$ cat src/rtl/insn_queue.sv
// Instruction queue between the prefetch stage and decode: steers fetch address/enable,
// buffers returned words in a small FIFO. Optional macro: IQ_HALT_ON_ERR_EN (halt fetch after a bus error).
module insn_queue #(
  parameter int unsigned     AW            = 32,
  parameter int unsigned     LGDEPTH       = 2,
  parameter logic [AW-1:0]   RESET_ADDRESS = '0
) (
  input  logic          i_clk,
  input  logic          i_rst,
  input  logic          i_clear,
  input  logic [AW-1:0] i_new_pc,
  output logic          o_fetch_ce,
  output logic [AW-1:0] o_fetch_pc,
  output logic          o_stalled_n,
  input  logic          i_valid,
  input  logic [31:0]   i_insn,
  input  logic [AW-1:0] i_insn_pc,
  input  logic          i_illegal,
  output logic          o_valid,
  output logic [31:0]   o_insn,
  output logic [AW-1:0] o_pc,
  output logic          o_illegal,
  input  logic          i_ready
);

  localparam int unsigned      DEPTH      = 2 ** LGDEPTH;
  localparam int unsigned      EW         = 32 + AW + 1;
  localparam logic [LGDEPTH:0] FULL_COUNT = (LGDEPTH + 1)'(DEPTH);

  logic [EW-1:0]      mem [DEPTH];
  logic [LGDEPTH-1:0] rd_ptr, wr_ptr;
  logic [LGDEPTH:0]   count;
  logic [AW-1:0]      r_fetch_pc;
  logic               r_halted;

  logic full, match, pop, push, drop;

  always_comb begin
    full  = (count == FULL_COUNT);
    match = i_valid && (i_insn_pc == r_fetch_pc) && !i_clear;
    pop   = o_valid && i_ready;
    // A full queue can still take the word when the head leaves in the same cycle
    push  = match && (!full || pop);
    drop  = i_valid && !match;
  end

  assign o_stalled_n = push || drop || !i_valid;
  assign o_fetch_ce  = !i_valid && !r_halted && !full && !i_clear;
  assign o_fetch_pc  = r_fetch_pc;
  assign o_valid     = (count != '0);
  assign {o_insn, o_pc, o_illegal} = mem[rd_ptr];

  always_ff @(posedge i_clk) begin
    if (push)
      mem[wr_ptr] <= {i_insn, i_insn_pc, i_illegal};
  end

  always_ff @(posedge i_clk) begin
    if (i_rst) begin
      rd_ptr     <= '0;
      wr_ptr     <= '0;
      count      <= '0;
      r_fetch_pc <= RESET_ADDRESS;
    end else if (i_clear) begin
      rd_ptr     <= '0;
      wr_ptr     <= '0;
      count      <= '0;
      r_fetch_pc <= i_new_pc;
    end else begin
      if (push) begin
        wr_ptr     <= wr_ptr + 1'b1;
        r_fetch_pc <= r_fetch_pc + 1'b1;
      end
      if (pop)
        rd_ptr <= rd_ptr + 1'b1;
      unique case ({push, pop})
        2'b10:   count <= count + 1'b1;
        2'b01:   count <= count - 1'b1;
        default: ;
      endcase
    end
  end

`ifdef IQ_HALT_ON_ERR_EN
  always_ff @(posedge i_clk) begin
    if (i_rst || i_clear)
      r_halted <= 1'b0;
    else if (push && i_illegal)
      r_halted <= 1'b1;
  end
`else
  always_comb r_halted = 1'b0;
`endif

endmodule
$ cat config.mk
export PLATFORM = sky130hd
export DESIGN_NAME = insn_queue
export DESIGN_NICKNAME = d
export VERILOG_FILES = /design/src/rtl/insn_queue.sv
export SDC_FILE = /design/constraint.sdc
export NUM_CORES = 1
export LEC_CHECK = 0
export ABC_AREA = 1
export CAP_MARGIN = 20
export CORE_MARGIN = 2
export CORE_UTILIZATION = 35
export CTS_BUF_LIST = sky130_fd_sc_hd__clkbuf_4
export DETAILED_ROUTE_END_ITERATION = 12
export GPL_TIMING_DRIVEN = 0
export PLACE_DENSITY = 0.64
export SLEW_MARGIN = 15
export SYNTH_ARGS = -nofsm -noshare
export SYNTH_HDL_FRONTEND = slang
export SYNTH_SLANG_ARGS = --single-unit
$ cat constraint.sdc
create_clock -name i_clk -period 4.6 [get_ports i_clk]
set_input_delay 0.46 -clock i_clk [delete_from_list [all_inputs] [get_ports i_clk]]
set_output_delay 0.46 -clock i_clk [all_outputs]
set_load 0.1 [all_outputs]
==> results.py <==
metrics = {
    "synthesis": {
        "syn_area_um2": 13100,
        "yosys.area.top_type_share": 0.594,
        "synth_fa_ha_area_frac": 0.00629,
        "synth-seq-area-share": 0.657,
        "synth_xor_area_frac": 0.0167,
        "async_flop_share": 0,
        "synth-main-ff-cell": "edfxtp_1",
        "synth_most_common_cell": "edfxtp_1",
        "synth_edf_count": 260,
        "yosysTopAreaCell": "edfxtp_1",
        "synth_compound_area_frac": 0.108,
        "syn_nets": 1393,
        "ys_seq_elements": 301,
        "synth.area.mux_share": 0,
        "ys_top_cells_by_count": "260 x edfxtp_1, 252 x nand2_1, 223 x nor2_1",
        "synth_area_leaders": "edfxtp_1 59%, nand2_1 7.2%, nor2_1 6.4%",
        "syn_inst": 1285,
        "synth_top_family_by_area": "simple AND/OR/NAND/NOR gates",
        "ys_warn_count": 0,
        "synth-simple-area-share": 0.166,
        "yosys.cell_types.count": 36,
        "syn_avg_cell_area_um2": 10.2,
    },
    "drt": {
        "met2WireLength_mm": 18.2,
        "routedWlPerCell_um": 18.5,
        "routed_via_density": 4.98,
        "wl_met1_mm": 16.5,
        "drc": 0,
        "initialDrtViolationCount": 974,
        "dr.max_layer_used": "met4",
        "wl_mm": 38.7,
        "firstDrtPassIters": 6,
        "wl_met3_mm": 2.80,
        "vias": 10400,
        "postRouteAntennaNets": 0,
    },
    "global_routing": {
        "grt_util_all_layers": 0.196,
        "grt_max_degree": 25,
        "antenna_found_initial": 1,
        "gr-total-overflow": 0,
        "grt_pass1_vias": 10300,
        "grt_pass1_wl_mm": 57.4,
    },
    "critical_path": {
        "crit_family": "buffers and inverters",
        "cp.required_ns": 4.14,
        "cpMostUsedCell": "clkbuf_1",
        "critPathKind": "reg2out",
        "reg2reg_from": "o_fetch_pc[21]$_SDFFE_PP0P_",
        "critPathCaptureType": "output port",
        "r2r_setup_slack_ns": 1.34,
        "cp.buffers_inverters": 5,
        "cp.arrival_ns": 3.95,
        "critPathMaxStageDelay_ns": 0.86,
        "reg2reg_to": "mem[0][49]$_DFFE_PP_",
        "worstPathMaxFanout": 10,
        "slowest_stage": "clkdlybuf4s15_1",
        "crit_chain": "clkbuf_1 -> inv_1 -> clkbuf_1 -> clkbuf_1 -> o21ai_0 -> o22ai_1 -> clkdlybuf4s15_1",
        "startpoint_type": "flop",
        "r2r_cells": 13,
    },
    "cells_and_area": {
        "instances_no_fill": 2096,
        "drive_above_1_share": 0.135,
        "area_growth_pct": 28.1,
        "layout.nets": 1685,
        "stdcell_area_um2": 16800,
    },
    "clock_tree": {
        "cts_tree": "yes",
        "cts_buffers": 78,
        "clock_latency_ns": 0.70,
        "clock-root-buffer": "clkbuf_4",
        "clock_sinks": 301,
        "cts.htree.levels": 3,
        "cts_setup_buffers": 0,
        "clkTransAtPathRegs_ns": 0.07,
        "clock_path_buffers": 3,
    },
    "sta": {
        "finalHoldViolCount": 0,
        "hold_ws_ns": 0.411,
        "fmax_mhz": 227,
        "fin_skew_ns": 0.0485,
        "max-slew-margin-rel": 0.323,
        "maxSlewViolCount": 0,
        "rsz0062_at_grt": "false",
        "fin_crit_sh": 0.959,
        "worst_pin_slew_ns": 1.01,
        "setup_viol": 0,
        "finalCriticalPeriod_ns": 4.41,
        "fin_tns_setup_ns": 0,
    },
    "hold_path": {
        "worstHoldStart": "i_insn[11]",
        "hold_class": "in2reg",
        "holdPathStages": 1,
        "min_to": "mem[2][44]$_DFFE_PP_",
    },
    "run_status": {
        "outcome": "finished clean",
    },
    "die": {
        "die_area_um2": 39100,
        "die_y_um": 198,
        "fp.coreArea_um2": 36800,
        "ioPinCount": 202,
        "die_w_um": 198,
        "num_rows": 70,
        "start_util": 0.357,
    },
    "placement": {
        "dpl.hpwl_mm": 27.4,
        "gp_congestion": 0.973,
        "placed_area_um2": 16100,
        "place_inst": 1965,
        "port_buffers": 200,
    },
    "job": {
        "max_cap_violations": 0,
    },
    "power": {
        "leakage_nw": 6.12,
        "total_power_mw": 5.72,
        "power_density_nw_per_um2": 340,
        "vdd_drop_max_uv": 120,
    },
}
[worst max-delay path by stage]
| stage | depth (start not counted) | to | startpoint | slack [ns] |
|---|---|---|---|---|
| 2_1_floorplan | 11 | mem[0][0]$_DFFE_PP_ | o_fetch_pc[14]$_SDFFE_PP0P_ | -0.73 |
| 3_3_place_gp | 12 | mem[3][42]$_DFFE_PP_ | i_insn_pc[4] | -3.53 |
| 3_5_place_dp | 7 | o_pc[19] | flop | 0.38 |
| 4_1_cts | 7 | o_pc[10] | flop | 0.009 |
| 5_1_grt | 7 | o_pc[24] | flop | 0.003 |
| 6_report | 7 | o_insn[12] | flop | 0.19 |
[what timing repair did]
item,CTS,global route
setup endpoints to repair,65,51
endpoints found under the hold margin,0,0
gates resized for setup,77,90
pin swaps,0,0
hold buffers,0,0
[layout by cell type (no fill, tap or decap), drive strengths merged]
master	instances
nand3b	2
a21boi	4
clkdlybuf4s50	135
nand4	11
diode	1
inv	96
nand2	257
ha	5
fa	1
nor3	19
o22ai	65
o21a	3
buf	22
xnor2	6
o31ai	2
clkdlybuf4s15	12
nor2	228
o211ai	1
bufinv	2
clkinvlp	2
xor2	19
clkbuf	206
dfxtp	41
nand3	23
dlygate4sd2	10
clkinv	9
edfxtp	260
o21ai	152
a21oi	34
[power by group]
group          leakage [nW]  switching [mW]  internal (mW)
logic                  2.86           0.271          0.152
registers              2.67          0.0287           2.97
clock network         0.583            1.05           1.25
[cell type report]
cell class,instances,area (um^2)
diodes,1,2.50
inverters,94,355
clock buffers,115,863
clock inverters,15,118
plain buffers,58,258
repair buffers,212,2090
fillers,3502,20000
well taps,468,586
flip-flops and latches,301,8630
multi-input cells,832,3920
[cells by family (layout without fill, tap and decap cells)]
| logic type | Yosys count | in the layout |
|---|---|---|
| flops | 301 | 301 |
| other cells | 0 | 1 |
| simple gates | 540 | 540 |
| xor+xnor | 25 | 25 |
| buf+inv | 152 | 494 |
| fa+ha+maj | 6 | 6 |
| compound gates | 261 | 261 |
[routing by layer]
| metal | up-vias | track usage |
|---|---|---|
| li1 | 5065 | - |
| met1 | 4843 | 0.251 |
| met2 | 458 | 0.321 |
| met3 | 74 | 0.0439 |
| met4 | 0 | 0.0802 |
| met5 | - | 0 |
[flip-flops by register name, indices dropped and copies added, names as in the netlist, named ones only]
name and flops:
mem 260, rd_ptr 2, count 3, o_fetch_pc 32, wr_ptr 2
[through the flow]
step	utilization	setup WS (ns)
final	0.457	0.187
after global routing	0.457	0.00336
after CTS	0.461	0.00902
after detailed placement	0.437	0.378
after global placement	0.427	-3.53
after floorplan	-	-0.730
Power figures use the tool's default switching activity.
